**config.mk**
```make
export PLATFORM = sky130hd
export DESIGN_NAME = axi_wr_arbiter
export DESIGN_NICKNAME = d
export VERILOG_FILES = /design/src/rtl/axi_wr_arbiter.sv
export SDC_FILE = /design/constraint.sdc
export NUM_CORES = 1
export LEC_CHECK = 0
export ABC_AREA = 1
export CAP_MARGIN = 30
export CORE_MARGIN = 2
export CORE_UTILIZATION = 26
export CTS_BUF_LIST = sky130_fd_sc_hd__clkbuf_2 sky130_fd_sc_hd__clkbuf_4 sky130_fd_sc_hd__clkbuf_8
export DETAILED_ROUTE_END_ITERATION = 7
export DONT_BUFFER_PORTS = 1
export PLACE_DENSITY = 0.4
export SYNTH_ARGS = -nofsm -noshare
export SYNTH_HDL_FRONTEND = slang
export SYNTH_SLANG_ARGS = --single-unit
export TNS_END_PERCENT = 1
```
**constraint.sdc**
```tcl
create_clock -name clk -period 5.5 [get_ports clk]
set_input_delay 1.1 -clock clk [delete_from_list [all_inputs] [get_ports clk]]
set_output_delay 1.1 -clock clk [all_outputs]
set_load 0.01 [all_outputs]
```
**src/rtl/axi_wr_arbiter.sv**
```systemverilog
// Write-path controller: round-robin AW arbitration between M1/M2, slave decode,
// W-channel routing lock from AW through B, WLAST length check and a hang watchdog.
module axi_wr_arbiter #(
    parameter int TIMEOUT = 1024,
    parameter int CNT_W   = 11
) (
    input  logic        clk,
    input  logic        rst,
    input  logic        awvalid_m1,
    input  logic [31:0] awaddr_m1,
    input  logic [3:0]  awlen_m1,
    input  logic        awvalid_m2,
    input  logic [31:0] awaddr_m2,
    input  logic [3:0]  awlen_m2,
    input  logic        aw_hs,
    input  logic        w_hs,
    input  logic        wlast,
    input  logic        b_hs,
    output logic [1:0]  grant,
    output logic [5:0]  slave_sel,
    output logic        decerr,
    output logic [1:0]  phase,
    output logic        wlast_err,
    output logic        timeout
);

    typedef enum logic [1:0] {IDLE = 2'd0, ADDR = 2'd1, DATA = 2'd2, RESP = 2'd3} state_t;

    localparam logic [CNT_W-1:0] WD_LAST = CNT_W'(TIMEOUT - 1);

    state_t           state;
    logic             last_grant;   // 0 = M1 was served last, 1 = M2
    logic [3:0]       beat_cnt;
    logic [CNT_W-1:0] wd_cnt;

    logic             pick_m2;
    logic [31:0]      win_addr;
    logic [6:0]       win_dec;
    logic             any_hs;
    logic             wd_expire;

    // Returns {decerr, slave_sel}.
    function automatic logic [6:0] decode(input logic [15:0] hi);
        logic [6:0] r;
        case (hi)
            16'h0000: r = 7'b0_000001;
            16'h0001: r = 7'b0_000010;
            16'h0002: r = 7'b0_000100;
            16'h1002: r = 7'b0_001000;
            16'h1001: r = 7'b0_010000;
            default:  r = (hi >= 16'h2000 && hi <= 16'h201F) ? 7'b0_100000 : 7'b1_000000;
        endcase
        return r;
    endfunction

    // M2 wins when it is the only requester, or when both request and M1 went last.
    assign pick_m2   = awvalid_m2 && (!awvalid_m1 || !last_grant);
    assign win_addr  = pick_m2 ? awaddr_m2 : awaddr_m1;
    assign win_dec   = decode(win_addr[31:16]);
    assign any_hs    = aw_hs | w_hs | b_hs;
    assign wd_expire = (state != IDLE) && !any_hs && (wd_cnt == WD_LAST);
    assign phase     = state;

    always_ff @(posedge clk or posedge rst) begin
        if (rst) begin
            state      <= IDLE;
            grant      <= 2'b00;
            slave_sel  <= 6'b0;
            decerr     <= 1'b0;
            wlast_err  <= 1'b0;
            timeout    <= 1'b0;
            last_grant <= 1'b1;
            beat_cnt   <= 4'd0;
            wd_cnt     <= '0;
        end else begin
            wlast_err <= 1'b0;
            timeout   <= 1'b0;
            // Every state change coincides with IDLE or a handshake, so this also covers entry.
            if (state == IDLE || any_hs)
                wd_cnt <= '0;
            else
                wd_cnt <= wd_cnt + 1'b1;

            if (wd_expire) begin
                state      <= IDLE;
                grant      <= 2'b00;
                slave_sel  <= 6'b0;
                decerr     <= 1'b0;
                timeout    <= 1'b1;
                last_grant <= grant[1];
            end else begin
                case (state)
                    IDLE: if (awvalid_m1 || awvalid_m2) begin
                        grant               <= pick_m2 ? 2'b10 : 2'b01;
                        {decerr, slave_sel} <= win_dec;
                        state               <= ADDR;
                    end
                    ADDR: if (aw_hs) begin
                        beat_cnt <= grant[1] ? awlen_m2 : awlen_m1;
                        state    <= DATA;
                    end
                    DATA: if (w_hs) begin
                        wlast_err <= (beat_cnt == 4'd0 && !wlast) || (beat_cnt != 4'd0 && wlast);
                        if (beat_cnt != 4'd0)
                            beat_cnt <= beat_cnt - 1'b1;
                        if (wlast)
                            state <= RESP;
                    end
                    RESP: if (b_hs) begin
                        state      <= IDLE;
                        grant      <= 2'b00;
                        slave_sel  <= 6'b0;
                        decerr     <= 1'b0;
                        last_grant <= grant[1];
                    end
                    default: state <= IDLE;
                endcase
            end
        end
    end

endmodule

```
==> reports/metrics.cfg, run 1 <==
[run_status]
status=finished clean

[setup_path]
cp-end-kind=register
reg2reg_depth=10
crit_type=in2reg
critPathArrivalTime_ns=2.37
cp-start-kind=input port
r2r-end=slave_sel[0]
worstPathRequired_ns=5.68
regToRegSetupSlack_ns=3.34
r2r_start=phase[0]
worst-path-max-fanout=12

[clock_network]
clk_latency_ns=0.29
htreeDepth=2
postCtsResizedCells=0
clk_path_buf_depth=2
post_cts_buffers=0
hold_buffers=0
cts.clk_slew.worst_paths_ns=0.07
numCtsBuffers=5
cts_tree=done
cts-root-buf=clkbuf_8
cts_num_sinks=29

[floorplan]
rows=31
initial_core_util=0.267
die_w_um=89.8
core_sq_mm=0.00718
die_area_sq_mm=0.00807
ios=93
die_h_um=89.8

[routing]
wl_per_cell_um=11.5
drt_iter0_drc=51
drt_wl_total_um=4270
drc=0
via_per_inst=4.35
ant_nets=0
first_pass_iters=4
vias=1620

[yosys]
synthAdderAreaFrac=0.0457
synth-compound-area-share=0.108
synth_xor_area_frac=0.00914
yosys.area_share.simple=0.375
synth.area.mux_share=0
synth_top_family_by_area=simple AND/OR/NAND/NOR gates
yosys_warnings=0
syn_area_sq_mm=0.00192
synth_nets=354
ys_types=32
synth.yosys.seq_area_share=0.379
syn_area_per_cell_sq_um=7.17
syn_inst=267
ys_seq_elements=29

[timing]
fin_setup_tns_ns=0
clock_skew_ns=0.00697
maxSlewViolCount=0
fin_crit_sh=0.398
max_freq_ghz=0.457
final-hold-violation-count=0
min_period_ns=2.19
rsz0062_at_grt=no
final-setup-viol-count=0
tightest_slew_ns=0.399
relSlewSlack=0.734

[hold_path]
hold_class=reg2reg
holdCritStartpoint=wd_cnt[0]
hold_depth=1
min_to=wd_cnt[0]

[cells_and_area]
final_common_cell=nand2_1
layout-area-overhead-vs-synth_pct=12.6
fin_nets=359
fin_cells=372
drive_gt1_frac=0.128
diodes=0
layout_common_cells=61 x nand2_1, 38 x nor2_1, 29 x inv_1

[global_route]
overflow=0
grt_max_degree=30
grt_pass1_wl_um=7420
first_global_vias=1589
grt_antenna_before_repair=0
track_usage=0.115

[pwr]
p_leak_nw=1.02
p_per_area_mw_per_mm2=433
finalPower_w=0.000934
ir_drop_v=0.000144

[placed_design]
dp_hpwl_um=3320
numPortBuffers=0
dp_cells=364
place.gp.congestion=0.748

[flow_run]
maxCapViolations=0

## per-layer routing
metal	up-vias	track usage	wire length, um
met5	-	0	0
met4	0	0.0538	97
met3	6	0.0302	261
met2	54	0.188	1870
met1	698	0.141	2030
li1	862	-	-
## worst max-delay path: stages
cell     delay (ns)
inv_2          0.06
nand3_1        0.08
nor2_2         0.29
nand3_4        0.19
nand2_4        0.11
nor2_2         0.06
nor2_8         0.16
inv_2          0.15
nand2_1        0.11
o21ai_2        0.05
## per-stage QoR
stage	hold slack (ns)	worst slack (ns)	utilization	instance area, sq um
2_1_floorplan	0.432	3.22	-	1920
3_3_place_gp	0.460	2.97	0.282	2020
3_5_place_dp	0.458	2.97	0.282	2020
4_1_cts	0.467	3.28	0.301	2160
5_1_grt	0.485	3.06	0.301	2160
6_report	0.458	3.31	0.301	2160
## Yosys cell counts (all sizes together)
library cell	count	area, sq um
o21ai	23	130
nor2	43	193
o22ai	1	6.26
xor2	2	17.5
nand2	69	289
ha	7	87.6
dfrtp	28	701
nand3	26	148
buf	3	23.8
nand4	2	12.5
inv	35	131
nor4	1	6.26
dfstp	1	26.3
o211ai	1	7.51
nor3b	1	7.51
nand3b	3	22.5
o21a	1	7.51
nor3	8	40.0
clkinv	1	3.75
a21oi	11	55.1
## worst max-delay path by stage
stage / cells past startpoint / end / slack, ns / from
global route: 12 / slave_sel[5] / 3.06 / awvalid_m1
global placement: 12 / slave_sel[5] / 2.97 / awvalid_m1
detailed placement: 10 / slave_sel[0] / 2.97 / b_hs
CTS: 10 / slave_sel[0] / 3.28 / b_hs
finish: 10 / slave_sel[0] / 3.31 / b_hs
floorplan: 11 / slave_sel[3] / 3.22 / b_hs
## state kept, by name, summed over array words and instances (netlist names)
name	count
wd_cnt	11
slave_sel	6
beat_cnt	4
grant	2
phase	2
decerr	1
last_grant	1
timeout	1
wlast_err	1
## where the power goes
group,total (W),internal [W],leakage (nW),switching [W]
Sequential,0.000301,0.000258,0.385,0.0000432
Combinational,0.000362,0.000120,0.570,0.000242
Clock,0.000270,0.000180,0.0681,0.0000904
Total,0.000934,0.000558,1.02,0.000376
## cell type report
class | instances | area (sq um)
fillers | 792 | 5020
well taps | 99 | 124
flip-flops and latches | 29 | 727
clock buffers | 5 | 68.8
multi-input cells | 199 | 1030
repair buffers | 1 | 7.51
clock inverters | 3 | 65.1
inverters | 36 | 135
## logic make-up (layout without fill, tap and decap cells)
group,Yosys count,in the layout
xor gates and xnor gates,2,2
and+or+nand+nor,153,153
adders and majority gates,7,7
DFF,29,29
AOI/OAI and AO/OA,37,37
buffers and inverters,39,45
No activity file was read; power rests on OpenSTA's default activity.
==> inputs of run 2 (changes only) <==
==> constraint.sdc (replaced) <==
create_clock -name clk -period 2.2 [get_ports clk]
set_input_delay 0.44 -clock clk [delete_from_list [all_inputs] [get_ports clk]]
set_output_delay 0.44 -clock clk [all_outputs]
set_load 0.01 [all_outputs]
==> run 2 against run 1 <==
Against the previous run: clock power is 110% higher; clock skew is 0.0031 ns lower; die area stayed put; global-route usage is 0.20 points lower; sequential share of layout area is 0.058 points lower; sequential cell count stayed put; cell count is 0.81% higher; critical path depth is 1 higher.
==> reports/metrics.cfg, run 2 (synthesis results as in run 1) <==
[placed_design]
dp_cells=367
dpl_cell_area_sq_mm=0.00205
place.gp.congestion=0.773
dp_hpwl_um=3360
numPortBuffers=0

[clock_network]
clk_path_buf_depth=2
numCtsBuffers=5
post_cts_buffers=0
htreeDepth=2
clk_latency_ns=0.29
cts.clk_slew.worst_paths_ns=0.07
hold_buffers=0
cts-root-buf=clkbuf_8
cts_tree=done
cts_num_sinks=29
postCtsResizedCells=0

[global_route]
track_usage=0.113
grt_antenna_before_repair=0
grt_pass1_wl_um=7470
grt_max_degree=30
first_global_vias=1607
overflow=0

[cells_and_area]
regMostFlops=wd_cnt
final_common_cell=nand2_1
largest_register_ffs=11
diodes=0
layout_common_cells=61 x nand2_1, 38 x nor2_1, 29 x inv_1
fin_nets=362
fin_area_sq_mm=0.00216
fin_cells=375
drive_gt1_frac=0.138
layout-area-overhead-vs-synth_pct=12.8
reg_top3=wd_cnt: 11 flops, slave_sel: 6 flops, beat_cnt: 4 flops

[timing]
tightest_slew_ns=0.383
min_period_ns=1.91
fin_setup_tns_ns=0
maxSlewViolCount=0
final-setup-viol-count=0
rsz0062_at_grt=no
whs_ns=0.119
fin_crit_sh=0.869
clock_skew_ns=0.00384
max_freq_ghz=0.523
final-hold-violation-count=0
relSlewSlack=0.745

[setup_path]
crit_slowest_cell=dfstp_2
crit_chain=nand2_2 > nand2_2 > nand3_1 > nand2_1 > nand2_1 > nor2_1 > nand2_1 > nand2_1 > nor2_1 > nand3_1 > nand2_1
reg2reg_depth=11
crit_top_cell=nand2_1
worst-path-max-fanout=14
cp-start-kind=register
path_delay_family=simple AND/OR/NAND/NOR gates
critPathArrivalTime_ns=2.09
r2r-end=slave_sel[5]
regToRegSetupSlack_ns=0.29
cp-end-kind=register
r2r_start=last_grant
crit_type=reg2reg
crit_buf_inv=0
worstPathRequired_ns=2.38
critPathMaxStageDelay_ns=0.55

[floorplan]
initial_core_util=0.267
die_area_sq_mm=0.00807
die_h_um=89.8
ios=93
die_w_um=89.8
core_sq_mm=0.00718
rows=31

[routing]
vias=1644
wl_per_cell_um=11.4
via_per_inst=4.38
ant_nets=0
drt_iter0_drc=59
drt_wl_total_um=4260
drc=0
first_pass_iters=4

[pwr]
finalPower_w=0.00226
p_leak_nw=1.02
p_per_area_mw_per_mm2=1040
ir_drop_v=0.000281

[flow_run]
maxCapViolations=0

[hold_path]
hold_class=in2async

[run_status]
status=finished clean

==> run 2: per-layer routing <==
| metal | GRT usage | wire (um) | vias to the layer above |
|---|---|---|---|
| li1 | - | - | 870 |
| met1 | 0.148 | 2050 | 720 |
| met2 | 0.179 | 1870 | 48 |
| met3 | 0.0293 | 266 | 6 |
| met4 | 0.0423 | 78 | 0 |
| met5 | 0 | 0 | - |
==> run 2: worst max-delay path by stage <==
| stage | from | to | slack, ns | cells after the start |
|---|---|---|---|---|
| 2_1_floorplan | phase[0] | slave_sel[3] | 0.34 | 11 |
| 3_3_place_gp | last_grant | slave_sel[5] | 0.29 | 11 |
| 3_5_place_dp | last_grant | slave_sel[5] | 0.27 | 11 |
| 4_1_cts | last_grant | slave_sel[5] | 0.27 | 11 |
| 5_1_grt | last_grant | slave_sel[4] | 0.009 | 10 |
| 6_report | last_grant | slave_sel[5] | 0.29 | 11 |
==> run 2: worst register-to-register path: cells and delay by family (launching register included) <==
| family | cells | cell delay, ns |
|---|---|---|
| and+or+nand+nor | 11 | 1.26 |
| DFF | 1 | 0.55 |
==> run 2: layout make-up <==
type / instances / area, sq um
fillers: 801 / 5010
repair buffers: 4 / 30.0
clock inverters: 3 / 46.3
flip-flops and latches: 29 / 727
inverters: 36 / 135
clock buffers: 5 / 68.8
multi-input cells: 199 / 1030
well taps: 99 / 124
==> run 2: metrics by stage <==
step / setup slack [ns] / utilization
3_3_place_gp: 0.289 / 0.285
4_1_cts: 0.269 / 0.301
2_1_floorplan: 0.345 / -
5_1_grt: 0.00874 / 0.301
3_5_place_dp: 0.270 / 0.285
6_report: 0.289 / 0.301
==> run 2: power breakdown <==
group / internal (W) / switching (W) / total [W]
Combinational: 0.000328 / 0.000635 / 0.000962
Sequential: 0.000646 / 0.0000761 / 0.000722
Clock: 0.000339 / 0.000233 / 0.000572
Total: 0.00131 / 0.000944 / 0.00226
==> inputs of run 3 (changes only) <==
--- a/config.mk
+++ b/config.mk
@@ -8,11 +8,12 @@
 export ABC_AREA = 1
 export CAP_MARGIN = 30
 export CORE_MARGIN = 2
-export CORE_UTILIZATION = 26
+export CORE_UTILIZATION = 40
 export CTS_BUF_LIST = sky130_fd_sc_hd__clkbuf_2 sky130_fd_sc_hd__clkbuf_4 sky130_fd_sc_hd__clkbuf_8
+export CTS_CLUSTER_SIZE = 12
 export DETAILED_ROUTE_END_ITERATION = 7
 export DONT_BUFFER_PORTS = 1
-export PLACE_DENSITY = 0.4
+export PLACE_DENSITY = 0.55
 export SYNTH_ARGS = -nofsm -noshare
 export SYNTH_HDL_FRONTEND = slang
 export SYNTH_SLANG_ARGS = --single-unit
==> run 3 against run 2 <==
Against the previous run: sequential power down 0.6%; non-clock buffer count unchanged; clock skew up 0.0038 ns; via count down 2.5%; utilization up 14 points; worst hold slack worse by 0.017 ns; wire length down 13%; sequential cell count unchanged; worst setup slack better by 0.027 ns; global-route usage up 4.7 points; critical path depth down 1.
==> reports/metrics.cfg, run 3 (synthesis results as in run 1) <==
[routing]
drc=0
vias=1603
ant_nets=0
drt_wl_total_um=3710
via_per_inst=4.86
first_pass_iters=5
wl_per_cell_um=11.2
drt_iter0_drc=61

[setup_path]
regToRegSetupSlack_ns=0.32
crit_slowest_cell=dfstp_2
r2r-end=slave_sel[4]
path_delay_family=simple AND/OR/NAND/NOR gates
crit_chain=nand2_2 > nand2_2 > nand2_1 > nand2_1 > nand2_1 > nor2_1 > nand2_1 > nor3_1 > nand2_1 > nand2_1
critPathArrivalTime_ns=2.11
r2r_start=last_grant
cp-start-kind=register
critPathMaxStageDelay_ns=0.54
crit_buf_inv=0
cp-end-kind=register
worstPathRequired_ns=2.42
crit_top_cell=nand2_1
worst-path-max-fanout=14
reg2reg_depth=10
crit_type=reg2reg

[clock_network]
cts.clk_slew.worst_paths_ns=0.07
postCtsResizedCells=0
numCtsBuffers=5
hold_buffers=0
htreeDepth=2
cts-root-buf=clkbuf_8
cts_num_sinks=29
cts_tree=done
clk_latency_ns=0.28
post_cts_buffers=0
clk_path_buf_depth=2

[pwr]
ir_drop_v=0.000323
p_leak_nw=1.02
p_per_area_mw_per_mm2=1010

[timing]
final-hold-violation-count=0
whs_ns=0.103
max_freq_ghz=0.531
relSlewSlack=0.757
tightest_slew_ns=0.364
fin_crit_sh=0.856
final-setup-viol-count=0
min_period_ns=1.88
maxSlewViolCount=0
fin_setup_tns_ns=0
rsz0062_at_grt=no
clock_skew_ns=0.00763

[flow_run]
maxCapViolations=0

[cells_and_area]
reg_top3=wd_cnt: 11 flops, slave_sel: 6 flops, beat_cnt: 4 flops
fin_nets=362
regMostFlops=wd_cnt
diodes=0
layout-area-overhead-vs-synth_pct=8.36
drive_gt1_frac=0.138
layout_common_cells=61 x nand2_1, 38 x nor2_1, 29 x inv_1
largest_register_ffs=11
final_common_cell=nand2_1

[run_status]
status=finished clean

[global_route]
grt_antenna_before_repair=0
overflow=0
grt_pass1_wl_um=6640
grt_max_degree=30
first_global_vias=1480
track_usage=0.160

[hold_path]
hold_class=in2async

[floorplan]
initial_core_util=0.411
core_sq_mm=0.00466
die_h_um=73.2
rows=25
ios=93
die_w_um=73.2
die_area_sq_mm=0.00536

[placed_design]
dp_hpwl_um=2970
numPortBuffers=0
place.gp.congestion=0.792

## run 3: cell count changes in the layout (fill, tap and decap cells not counted), sizes merged
cell      before  now
clkbuf         5    6
clkinv         2    3
clkinvlp       1    0
bufinv         1    0
## run 3: worst max path at each step
stage / startpoint / endpoint / cells after the start
global placement: last_grant / slave_sel[4] / 10
floorplan: phase[0] / slave_sel[3] / 11
CTS: last_grant / slave_sel[4] / 10
finish: last_grant / slave_sel[4] / 10
global route: last_grant / slave_sel[5] / 11
detailed placement: last_grant / slave_sel[4] / 10
## run 3: layer usage
metal | track usage | share of wire
met5 | 0 | 0
met4 | 0.0494 | 0.013
met3 | 0.0525 | 0.060
met2 | 0.243 | 0.46
met1 | 0.214 | 0.47
## run 3: layout make-up
class,count,area [sq um]
Inverter,36,135
Fill cell,477,2580
Timing Repair Buffer,4,30.0
Tap cell,54,67.6
Sequential cell,29,727
Clock inverter,2,10.0
Multi-Input combinational cell,199,1030
Clock buffer,6,76.3
## run 3: metrics by stage
stage          instance area [sq um]  utilization  instances  power [W]  setup slack (ns)
2_1_floorplan                   1920            -        267    0.00151             0.345
3_3_place_gp                    1990        0.427        322    0.00168             0.337
3_5_place_dp                    1990        0.427        322    0.00169             0.337
4_1_cts                         2080        0.445        330    0.00213             0.306
5_1_grt                         2080        0.445        330    0.00232            0.0593
6_report                        2080        0.445        330    0.00209             0.316
## run 3: power by group
group          switching, W  leakage, nW  internal (W)
sequential        0.0000721        0.385      0.000646
combinational      0.000616        0.585      0.000326
clock              0.000203       0.0484      0.000231
## run 3: worst register-to-register path: stages (launching register included)
cell     delay (ns)
dfstp_2        0.54
nand2_2        0.12
nand2_2        0.23
nand2_1        0.08
nand2_1        0.14
nand2_1        0.09
nor2_1         0.21
nand2_1        0.08
nor3_1         0.19
nand2_1        0.08
nand2_1        0.06
